===== src/rtl/uart_pkg.sv =====
// +------------------------------------------------------------------+
// | uart_pkg : frame-format types and constants shared by uart_tx/rx |
// | Revision : 1.0                                                   |
// +------------------------------------------------------------------+
`default_nettype none

package uart_pkg;

  localparam int TICKS_PER_BIT = 16;

  localparam int STOP_1   = 1;
  localparam int STOP_2   = 2;
  localparam int STOP_1P5 = 3;

  typedef enum logic [2:0] {
    ST_IDLE   = 3'd0,
    ST_START  = 3'd1,
    ST_DATA   = 3'd2,
    ST_PARITY = 3'd3,
    ST_STOP   = 3'd4
  } uart_state_t;

  // Unknown stop codes fall back to a single stop bit.
  function automatic int stop_ticks(input int code);
    case (code)
      STOP_2:   return 2 * TICKS_PER_BIT;
      STOP_1P5: return (3 * TICKS_PER_BIT) / 2;
      default:  return TICKS_PER_BIT;
    endcase
  endfunction

endpackage

`default_nettype wire


===== src/rtl/uart_tx_if.sv =====
// +------------------------------------------------------------------+
// | uart_tx_if : valid/ready word handshake into the UART transmitter |
// | Revision   : 1.0                                                 |
// +------------------------------------------------------------------+
`default_nettype none

interface uart_tx_if #(
  parameter int DATA_WIDTH = 8
);

  logic [DATA_WIDTH-1:0] data_in;
  logic                  in_vld;
  logic                  in_rdy;

  modport master (
    output data_in,
    output in_vld,
    input  in_rdy
  );

  modport slave (
    input  data_in,
    input  in_vld,
    output in_rdy
  );

endinterface

`default_nettype wire


===== src/rtl/uart_bit_tick.sv =====
// +------------------------------------------------------------------+
// | uart_bit_tick : 16x-oversample tick counter with last-tick strobe |
// | Revision      : 1.0                                              |
// +------------------------------------------------------------------+
`default_nettype none

module uart_bit_tick
  import uart_pkg::*;
(
  input  wire  clk,
  input  wire  rst_n,
  input  wire  clr,
  output logic tick15
);

  localparam int TICK_W = $clog2(TICKS_PER_BIT);
  localparam logic [TICK_W-1:0] TICK_LAST = TICK_W'(TICKS_PER_BIT - 1);

  logic [TICK_W-1:0] r_cnt;

  always_ff @(posedge clk or negedge rst_n) begin
    if (!rst_n) begin
      r_cnt <= '0;
    end else if (clr) begin
      r_cnt <= '0;
    end else begin
      r_cnt <= r_cnt + 1'b1;
    end
  end

  assign tick15 = (r_cnt == TICK_LAST) && !clr;

endmodule

`default_nettype wire


===== src/rtl/uart_tx.sv =====
// +------------------------------------------------------------------+
// | uart_tx : serialises handshake words as start/data/parity/stop    |
// | Revision: 1.0                                                    |
// +------------------------------------------------------------------+
`default_nettype none

module uart_tx
  import uart_pkg::*;
#(
  parameter int DATA_WIDTH = 8,
  parameter int PARITY_ON  = 1,
  parameter int PARITY_ODD = 1,
  parameter int STOP_BIT   = 1
) (
  input  wire        clk,
  input  wire        rst_n,
  uart_tx_if.slave   bus,
  output logic       tx,
  output logic       done
);

  localparam int BW = $clog2(DATA_WIDTH + 1);
  localparam logic [BW-1:0] LAST_BIT  = BW'(DATA_WIDTH - 1);
  localparam logic [4:0]    STOP_LAST = 5'(stop_ticks(STOP_BIT) - 1);

  uart_state_t           r_state;
  logic [DATA_WIDTH-1:0] r_shreg;
  logic [BW-1:0]         r_bit_cnt;
  logic [4:0]            r_stop_cnt;
  logic                  r_parity;
  logic                  w_tick15;
  logic                  w_tick_clr;

  // The tick counter wraps naturally at every START/DATA/PARITY boundary;
  // it only needs holding at zero while idle or timing the stop period.
  assign w_tick_clr = (r_state == ST_IDLE) || (r_state == ST_STOP);
  assign bus.in_rdy = (r_state == ST_IDLE);

  uart_bit_tick u_bit_tick (
    .clk    (clk),
    .rst_n  (rst_n),
    .clr    (w_tick_clr),
    .tick15 (w_tick15)
  );

  // tx is driven from the state held before each edge, so the line lags the
  // state by one clock and falls on the edge after acceptance.
  always_ff @(posedge clk or negedge rst_n) begin
    if (!rst_n) begin
      r_state    <= ST_IDLE;
      r_shreg    <= '0;
      r_bit_cnt  <= '0;
      r_stop_cnt <= '0;
      r_parity   <= 1'b0;
      tx         <= 1'b1;
      done       <= 1'b0;
    end else begin
      done <= 1'b0;
      case (r_state)
        ST_IDLE: begin
          tx         <= 1'b1;
          r_bit_cnt  <= '0;
          r_stop_cnt <= '0;
          if (bus.in_vld) begin
            r_shreg  <= bus.data_in;
            r_parity <= (PARITY_ODD != 0) ? ~^bus.data_in : ^bus.data_in;
            r_state  <= ST_START;
          end
        end
        ST_START: begin
          tx <= 1'b0;
          if (w_tick15) begin
            r_state <= ST_DATA;
          end
        end
        ST_DATA: begin
          tx <= r_shreg[0];
          if (w_tick15) begin
            r_shreg <= r_shreg >> 1;
            if (r_bit_cnt == LAST_BIT) begin
              r_bit_cnt <= '0;
              r_state   <= (PARITY_ON != 0) ? ST_PARITY : ST_STOP;
            end else begin
              r_bit_cnt <= r_bit_cnt + 1'b1;
            end
          end
        end
        ST_PARITY: begin
          tx <= r_parity;
          if (w_tick15) begin
            r_state <= ST_STOP;
          end
        end
        ST_STOP: begin
          tx <= 1'b1;
          if (r_stop_cnt == STOP_LAST) begin
            r_stop_cnt <= '0;
            r_state    <= ST_IDLE;
            done       <= 1'b1;
          end else begin
            r_stop_cnt <= r_stop_cnt + 1'b1;
          end
        end
        default: begin
          r_state <= ST_IDLE;
          tx      <= 1'b1;
        end
      endcase
    end
  end

endmodule

`default_nettype wire

===== src/flat_wrapper.sv =====
// flat-port wrapper written by rule: the top's interface ports become plain ports
module uart_tx_flat import uart_pkg::*;
#(
  parameter int DATA_WIDTH = 8,
  parameter int PARITY_ON  = 1,
  parameter int PARITY_ODD = 1,
  parameter int STOP_BIT   = 1
)
  (clk, rst_n, tx, done, bus_data_in, bus_in_vld, bus_in_rdy);
  uart_tx_if #(.DATA_WIDTH(DATA_WIDTH)) bus_i ();
  input  wire clk;
  input  wire rst_n;
  output logic tx;
  output logic done;
  input wire logic [$bits(bus_i.data_in)-1:0] bus_data_in;
  input wire logic [$bits(bus_i.in_vld)-1:0] bus_in_vld;
  output wire logic [$bits(bus_i.in_rdy)-1:0] bus_in_rdy;
  assign bus_i.data_in = bus_data_in;
  assign bus_i.in_vld = bus_in_vld;
  assign bus_in_rdy = bus_i.in_rdy;
  uart_tx #(.DATA_WIDTH(DATA_WIDTH), .PARITY_ON(PARITY_ON), .PARITY_ODD(PARITY_ODD), .STOP_BIT(STOP_BIT)) u_core (.clk(clk), .rst_n(rst_n), .bus(bus_i), .tx(tx), .done(done));
endmodule

===== config.mk =====
export PLATFORM = sky130hd
export DESIGN_NAME = uart_tx_flat
export DESIGN_NICKNAME = d
export VERILOG_FILES = /design/src/rtl/uart_pkg.sv /design/src/rtl/uart_tx_if.sv /design/src/rtl/uart_bit_tick.sv /design/src/rtl/uart_tx.sv /design/src/flat_wrapper.sv
export SDC_FILE = /design/constraint.sdc
export NUM_CORES = 1
export LEC_CHECK = 0
export ABC_CLOCK_PERIOD_IN_PS = 4500
export CAP_MARGIN = 10
export CORE_UTILIZATION = 38
export CTS_BUF_LIST = sky130_fd_sc_hd__clkbuf_16
export CTS_CLUSTER_SIZE = 30
export DETAILED_ROUTE_END_ITERATION = 6
export HOLD_SLACK_MARGIN = 0.06
export PLACE_DENSITY = 0.65
export SYNTH_ARGS = -nofsm -noshare
export SYNTH_HDL_FRONTEND = slang
export SYNTH_HIERARCHICAL = 1
export SYNTH_SLANG_ARGS = --single-unit

===== constraint.sdc =====
create_clock -name clk -period 4.5 [get_ports clk]
set_input_delay 1.35 -clock clk [delete_from_list [all_inputs] [get_ports clk]]
set_output_delay 1.35 -clock clk [all_outputs]
set_load 0.005 [all_outputs]

# [Word-level counts from Yosys, hierarchy flattened]
# Index checks and enable logic that the tools add are counted.
[classes] eq_ne=13 addsub=3 muxes=19 n_reduce_logical=11
[ops] operator="two-way mux 3 bit" n=6
[ops] operator="two-way mux 8 bit" n=2
[ops] operator="one-hot mux 8 bit (2 select lines)" n=1
[ops] operator="one-hot mux 3 bit (5 select lines)" n=1
[ops] operator="two-way mux 4 bit" n=3
[ops] operator="inequality test 2 bit (second input constant)" n=5
[ops] operator="one-hot mux 5 bit (2 select lines)" n=1
[ops] operator="adder 4 x 1 -> 4 bit (second input constant)" n=2
[ops] operator="one-hot mux 4 bit (2 select lines)" n=1
[ops] operator="XNOR reduction 8 bit" n=1
[ops] operator="equality test 3 x 2 -> 1 bit (second input constant)" n=2
[ops] operator="AND reduction 6 bit" n=1
[ops] operator="adder 5 x 1 -> 5 bit (second input constant)" n=1
[ops] operator="equality test 5 x 4 -> 1 bit (second input constant)" n=1
[ops] operator="two-way mux 5 bit" n=1
[ops] operator="equality test 4 x 3 -> 1 bit (second input constant)" n=1
[ops] operator="equality test 4 bit (second input constant)" n=1
[ops] operator="AND reduction 2 bit" n=2
[ops] operator="nonzero test 2 bit" n=2
[ops] operator="equality test 3 x 1 -> 1 bit (second input constant)" n=1
[ops] operator="equality test 3 bit (second input constant)" n=1
[ops] operator="zero test 3 bit" n=1
[ops] operator="one-hot mux 1 bit (3 select lines)" n=1
[ops] operator="AND reduction 3 bit" n=1
[ops] operator="other kinds (5)" n=6
[word_totals] word_cells=54 reg_bits=27

# [Depth between registers and ports, before layout]
# Gate-level depths: netlist (run 1).
[logic_depth] ltp_word=6 ltp_mapped=11 ltp_nobuf=7

# [Hierarchy]
# Netlist (run 1), hierarchy kept.
[by_module_without_submodules] module="uart_tx" area_each_um2=1189.9 instances=1 cells_per_inst=123
[by_module_without_submodules] module="uart_bit_tick" area_each_um2=181.4 instances=1 cells_per_inst=14

# [Least setup slack after synthesis (run 1)]
# Ideal clock, no wire load.
[synth_path] path_type="flip-flop to flip-flop" start="reg u_core.r_state[0]" end="reg u_core.r_bit_cnt[3]" path_stages_with_launch=10 slack_ns=2.105 synth_period_minus_slack_ns=2.395 arrival_ns=2.330 n_path_buf=2 cell_sequence="dfrtp_1 -> clkbuf_2 -> or2_2 -> clkbuf_1 -> inv_1 -> and4b_2 -> nor2b_4 -> or3_4 -> or4_1 -> nand2_1"
[synth_between] elab_chain_len=6 elab_cells_between_ends=10 classes_between="eq/ne: 3; mux: 1; reduce/logical: 6"
[synth_lines] element="start: declaration" line_no="uart_tx.sv:26" rtl="uart_state_t r_state;"
[synth_lines] element="start signal: assignment" line_no="uart_tx.sv:82" rtl="r_state <= (PARITY_ON != 0) ? ST_PARITY : ST_STOP;"
[synth_lines] element="equality test 3 bit or zero test 3 bit (tied branches)" line_no="uart_tx.sv:36" rtl="assign w_tick_clr = (r_state == ST_IDLE) || (r_state == ST_STOP);"
[synth_lines] element="logical OR 1 bit (*)" line_no="uart_tx.sv:36"
[synth_lines] element="via u_core.w_tick_clr" line_no="uart_tx.sv:32" rtl="logic w_tick_clr;"
[synth_lines] element="zero test 1 bit (*)" line_no="uart_bit_tick.sv:31" rtl="assign tick15 = (r_cnt == TICK_LAST) && !clr;"
[synth_lines] element="logical AND 1 bit (*)" line_no="uart_bit_tick.sv:31"
[synth_lines] element="via u_core.w_tick15" line_no="uart_tx.sv:31" rtl="logic w_tick15;"
[synth_lines] element="inequality test 2 bit (no line) (*)"
[synth_lines] element="AND reduction 2 bit (no line) (*)"
[synth_lines] element="end signal: assignment" line_no="uart_tx.sv:84" rtl="r_bit_cnt <= r_bit_cnt + 1'b1;"
[synth_lines] element="end: declaration" line_no="uart_tx.sv:28" rtl="logic [BW-1:0] r_bit_cnt;"
# Mark *: on every way through the listed nets, which the timed path passes. The rest lies on a longest branch.
# A chain may end at the register's enable or synchronous reset.

# [Final worst setup path (run 1)]
[layout_path] start="reg u_core.r_state[0]" end="out bus_in_rdy"
[layout_between] elab_chain_len=1
[layout_lines] element="zero test 3 bit" line_no="uart_tx.sv:37" rtl="assign bus.in_rdy = (r_state == ST_IDLE);"
[layout_lines] element="end: declaration" line_no="flat_wrapper.sv:17" rtl="output wire logic [$bits(bus_i.in_rdy)-1:0] bus_in_rdy;"
# Every way passes these cells.

==> results of run 1 <==
## layout make-up
| type | count | area share, % |
|---|---|---|
| repair buffers | 15 | 8.99 |
| clock buffers | 3 | 4.65 |
| multi-input cells | 100 | 40.0 |
| clock inverters | 1 | 0.232 |
| well taps | 46 | 3.56 |
| flip-flops and latches | 27 | 41.9 |
| inverters | 3 | 0.697 |
## state kept, by name, indices dropped and copies added, names as in the netlist
signal	cells
u_core/r_parity	1
u_core/tx	1
u_core/done	1
u_core/r_bit_cnt	4
u_core/u_bit_tick/r_cnt	4
u_core/r_shreg	8
u_core/r_state	3
u_core/r_stop_cnt	5
## metrics by stage
stage	std cells	power, mW	hold slack, ns	setup slack (ns)	instance area (µm²)
after floorplan	137	0.609	0.418	2.11	1370
after global placement	191	0.665	0.431	1.65	1540
after detailed placement	191	0.681	0.444	1.58	1540
after CTS	195	0.881	0.455	1.29	1620
after global routing	195	0.934	0.477	1.19	1620
final	195	0.869	0.453	1.28	1620
## report_power, final
| group | leakage (nW) | switching (mW) | total [mW] | internal [mW] |
|---|---|---|---|---|
| clock network | 0.0423 | 0.0768 | 0.196 | 0.119 |
| registers | 0.347 | 0.0674 | 0.392 | 0.324 |
| logic | 0.312 | 0.138 | 0.282 | 0.144 |
## routing by layer
| metal | part of all wire (%) | routed length [µm] | up-vias | track usage [%] |
|---|---|---|---|---|
| li1 | - | - | 497 | - |
| met5 | 0 | 0 | - | 0 |
| met3 | 1.8 | 42 | 4 | 3.11 |
| met1 | 50 | 1180 | 452 | 17.0 |
| met4 | 1.7 | 41 | 0 | 6.67 |
| met2 | 47 | 1110 | 6 | 22.5 |
## critical path: stages, from the launching register on
cell and delay, ns:
dfrtp_1 0.48, or2_2 0.41, nor2_1 0.19, clkdlybuf4s50_1 0.53
## layout by cell type, fill, tap and decap left out, types with 4 or more instances in the layout
| cell type | Yosys | routed |
|---|---|---|
| mux2i_1 | 8 | 8 |
| a21oi_1 | 4 | 4 |
| dfrtp_1 | 26 | 26 |
| inv_1 | 3 | 4 |
| nand3_1 | 4 | 4 |
| nor2_1 | 8 | 8 |
| nand2_1 | 20 | 20 |
| clkdlybuf4s50_1 | 0 | 13 |
| nor2b_1 | 5 | 5 |
| nor3_1 | 4 | 4 |
| xnor2_1 | 9 | 9 |
| o21ai_0 | 11 | 11 |
## cell families (layout without fill, tap and decap cells)
logic type | Yosys count | in the layout | share of synthesized area, %
AND/OR/NAND/NOR | 54 | 54 | 20.7
flip-flops | 27 | 27 | 49.4
AO/OA/AOI/OAI | 24 | 24 | 10.1
multiplexers | 10 | 10 | 7.76
buffers and inverters | 10 | 22 | 3.56
XOR/XNOR | 9 | 9 | 5.75
adder cells (fa/ha/maj) | 3 | 3 | 2.74
## how the worst max path moves through the flow
stage | from | endpoint | slack, ns | depth (start not counted)
6_report | u_core/r_state[0] | bus_in_rdy | 1.28 | 3
5_1_grt | u_core/r_state[0] | bus_in_rdy | 1.19 | 3
3_3_place_gp | u_core/r_state[0] | bus_in_rdy | 1.65 | 3
4_1_cts | u_core/r_state[0] | bus_in_rdy | 1.29 | 3
2_1_floorplan | u_core/r_state[0] | u_core/r_bit_cnt[3] | 2.11 | 9
3_5_place_dp | u_core/r_state[1] | bus_in_rdy | 1.58 | 3
==> results.ini, run 1 <==
[final_layout]
area.growth.synth_to_final_pct=17.8
n_antenna_cell=0
final_nets=164
fin_util_pct=47.7
register_area_um2=677
n_fill_cell=315
multiInputGateArea_um2=646
drive_gt1_share_pct=9.40

[die]
rows=21
die_y_um=62.1
dieArea_um2=3850
placeableCoreArea_um2=3390
start_util_pct=40.5
die_w_um=62.1
pin_count=14

[pwr]
ir_drop_uv=160
leakage_nw=0.700
power.density_nw_per_um2=538

[critical_path]
arrival_ns=1.87
crit_type=register to primary output
r2r_end=u_core/r_bit_cnt[3]
ff2ff_path_depth=7
cp-end-kind=primary output
cp.required_ns=3.15
r2r_start=u_core/r_state[0]
rrSetupSlack_ns=2.11
startpoint_type=register
cp_max_fo=11

[global_routing]
grt_start_max_net_pins=28
grt-ovfl-total=0
antenna_found_initial=0
track_usage_pct=13.7
grt_pass1_wl_mm=3.75
grt_pass1_vias=874

[synth]
ys_types=37
synth_edf_count=0
synth-seq-cells=27
async_flop_share_pct=100
synth_area_leader_cell=dfrtp_1
yosys_warnings=6
yosys-top-cells-area=dfrtp_1 (47%), mux2i_1 (5.8%), xnor2_1 (5.7%), nand2_1 (5.5%), o21ai_0 (4.0%)
yosysTopAreaCellShare_pct=47.4
yosysMostFrequentCell=dfrtp_1
synth-main-ff-cell=dfrtp_1
syn_nets=151
synth_cells=137
synth_common_cells=dfrtp_1 (26), nand2_1 (20), o21ai_0 (11)
syn_avg_cell_area_um2=10.0
syn-cell-area_um2=1370
yosysSeqAreaShare_pct=49.4

[clock_tree]
cts_made_buffers=3
cts_root_buffer=clkbuf_16
cts_resized=0
cts_tree=built
cts_setup_buffers=0
clk_pin_slew_worst_paths_ns=0.06
cts_max_path_buffers=2
cts.sinks=27
hold_buffers=0
clock_latency_ns=0.26
htreeDepth=1

[place]
hpwl_mm=1.76
portBuffers=13
place_congestion=0.764

[timing]
worst_slew_pin_slew_ns=0.442
skew_ns=0.00482
period_share_pct=71.5
hold_viol=0
setup_viol=0
grt_setup_unrepaired=no
max_freq_ghz=0.311
slew_viol_final=0
fin_crit_ns=3.22
relSlewSlack_pct=70.5
fin_tns_setup_ns=0

[hold_path]
hp-class=register to register
hold_end=u_core/done
hold_depth=1
hold_start=u_core/r_stop_cnt[4]

[run_status]
outcome=completed

[routing]
remaining_drc_errors=0
dr_total_vias=959
wl_per_cell_um=12.2
detail_route.first_pass.iterations=4
antenna_left=0
avgViaCountPerCell=4.92
wirelength_mm=2.37
drt_iter0_drc=60

[run]
cap_violations=0

No activity file was read; power rests on OpenSTA's default activity.
==> inputs of run 2 (changes only) <==
ABC_CLOCK_PERIOD_IN_PS = 3100   (was 4500)
clock period = 3.1 ns   (was 4.5 ns; I/O delays follow)
==> run 2 against run 1 <==
Net effect:
- worst setup slack worse by 1.0 ns
- flip-flop and latch count stayed put
- first-iteration DRC count decreased by 52%
- critical path depth did not move
- utilization is the same
- via count decreased by 2.5%
- sequential power increased by 44%
- hold slack got worse by 0.0097 ns
- largest cell class unchanged
==> results.ini, run 2 (synthesis results as in run 1) <==
[timing]
setup_viol=0
hold_viol=0
period_share_pct=91.3
max_freq_ghz=0.353
fin_crit_ns=2.83
worst_slew_pin_slew_ns=0.541
fin_tns_setup_ns=0
relSlewSlack_pct=63.8
skew_ns=0.00525
holdWs_ns=0.443
slew_viol_final=0
grt_setup_unrepaired=no

[die]
dieArea_um2=3850
rows=21
placeableCoreArea_um2=3390
die_y_um=62.1
pin_count=14
die_w_um=62.1
start_util_pct=40.5

[clock_tree]
cts_tree=built
cts_root_buffer=clkbuf_16
cts_setup_buffers=0
htreeDepth=1
cts_made_buffers=3
clock_latency_ns=0.25
hold_buffers=0
cts_max_path_buffers=2
cts_resized=0
cts.sinks=27
clk_pin_slew_worst_paths_ns=0.06

[critical_path]
cp.required_ns=2.17
cp_max_fo=11
max_stage_delay_ns=0.54
cp-end-kind=primary output
startpoint_type=register
crit_type=register to primary output
ff2ff_path_depth=7
path_cells=or2_2, nor2_1, clkdlybuf4s50_1
cp_slowest_cell=clkdlybuf4s50_1
arrival_ns=1.90

[routing]
wl_met2_mm=1.13
wirelength_mm=2.30
wl_met3_um=40
antenna_left=0
drt_iter0_drc=29
remaining_drc_errors=0
wl_per_cell_um=11.8
wl_met1_mm=1.12
dr_total_vias=935
avgViaCountPerCell=4.79
routed.top_layer=met4
detail_route.first_pass.iterations=4

[final_layout]
n_antenna_cell=0
regMostFlops=u_core/r_shreg
largest_register_ffs=8
fin_util_pct=47.7
reg_top3=u_core/r_shreg x8, u_core/r_stop_cnt x5
final_common_cell=dfrtp_1
area.growth.synth_to_final_pct=17.8
final_nets=164
layout_common_cells=dfrtp_1 (26), nand2_1 (20), clkdlybuf4s50_1 (13)
final_cells=195
drive_gt1_share_pct=9.40

[hold_path]
hp-class=register to register
hold_depth=1

[global_routing]
track_usage_pct=13.8
grt_pass1_vias=895
grt_pass1_wl_mm=3.80
antenna_found_initial=0
grt-ovfl-total=0
grt_start_max_net_pins=17

[place]
hpwl_mm=1.78
place_congestion=0.793
portBuffers=13
dp.cells=191

[pwr]
power.density_nw_per_um2=777
power_mw=1.25
leakage_nw=0.700
ir_drop_uv=256

[run_status]
outcome=completed

[run]
cap_violations=0

-- run 2: per-layer routing --
layer,GRT usage (%),up-vias
met1,16.3,434
met5,0,-
li1,-,493
met2,23.3,6
met4,7.30,0
met3,3.11,2
-- run 2: area by class of cell --
class,count,area (µm²)
Fill cell,309,1770
Sequential cell,27,677
Timing Repair Buffer,15,145
Clock inverter,1,3.75
Tap cell,46,57.6
Inverter,3,11.3
Multi-Input combinational cell,100,646
Clock buffer,3,75.1
-- run 2: stage by stage --
| step | area, µm² | worst slack, ns |
|---|---|---|
| finish | 1620 | 0.270 |
| global route | 1620 | 0.157 |
| global placement | 1540 | 0.671 |
| detailed placement | 1540 | 0.564 |
| CTS | 1620 | 0.276 |
| floorplan | 1370 | 0.705 |
-- run 2: critical path: cells and delay by family, from the launching register on --
family / cells / cell delay, ns
buffers and inverters: 1 / 0.54
flip-flops: 1 / 0.48
AND/OR/NAND/NOR: 2 / 0.62
-- run 2: path summary, 6_finish.rpt --
path                       slack, ns                  from                          to
max                             0.27     u_core/r_state[0]                  bus_in_rdy
min                             0.44  u_core/r_stop_cnt[4]                 u_core/done
max reg2reg                     0.71     u_core/r_state[0]         u_core/r_bit_cnt[3]
min reg2reg                     0.44  u_core/r_stop_cnt[4]                 u_core/done
max in group asynchronous       1.46                 rst_n  u_core/u_bit_tick/r_cnt[2]
min in group asynchronous       1.03                 rst_n           u_core/r_shreg[6]
-- run 2: power by group --
part | total (mW) | switching, mW | internal, mW
logic | 0.411 | 0.202 | 0.209
clock network | 0.279 | 0.107 | 0.172
registers | 0.565 | 0.0938 | 0.471
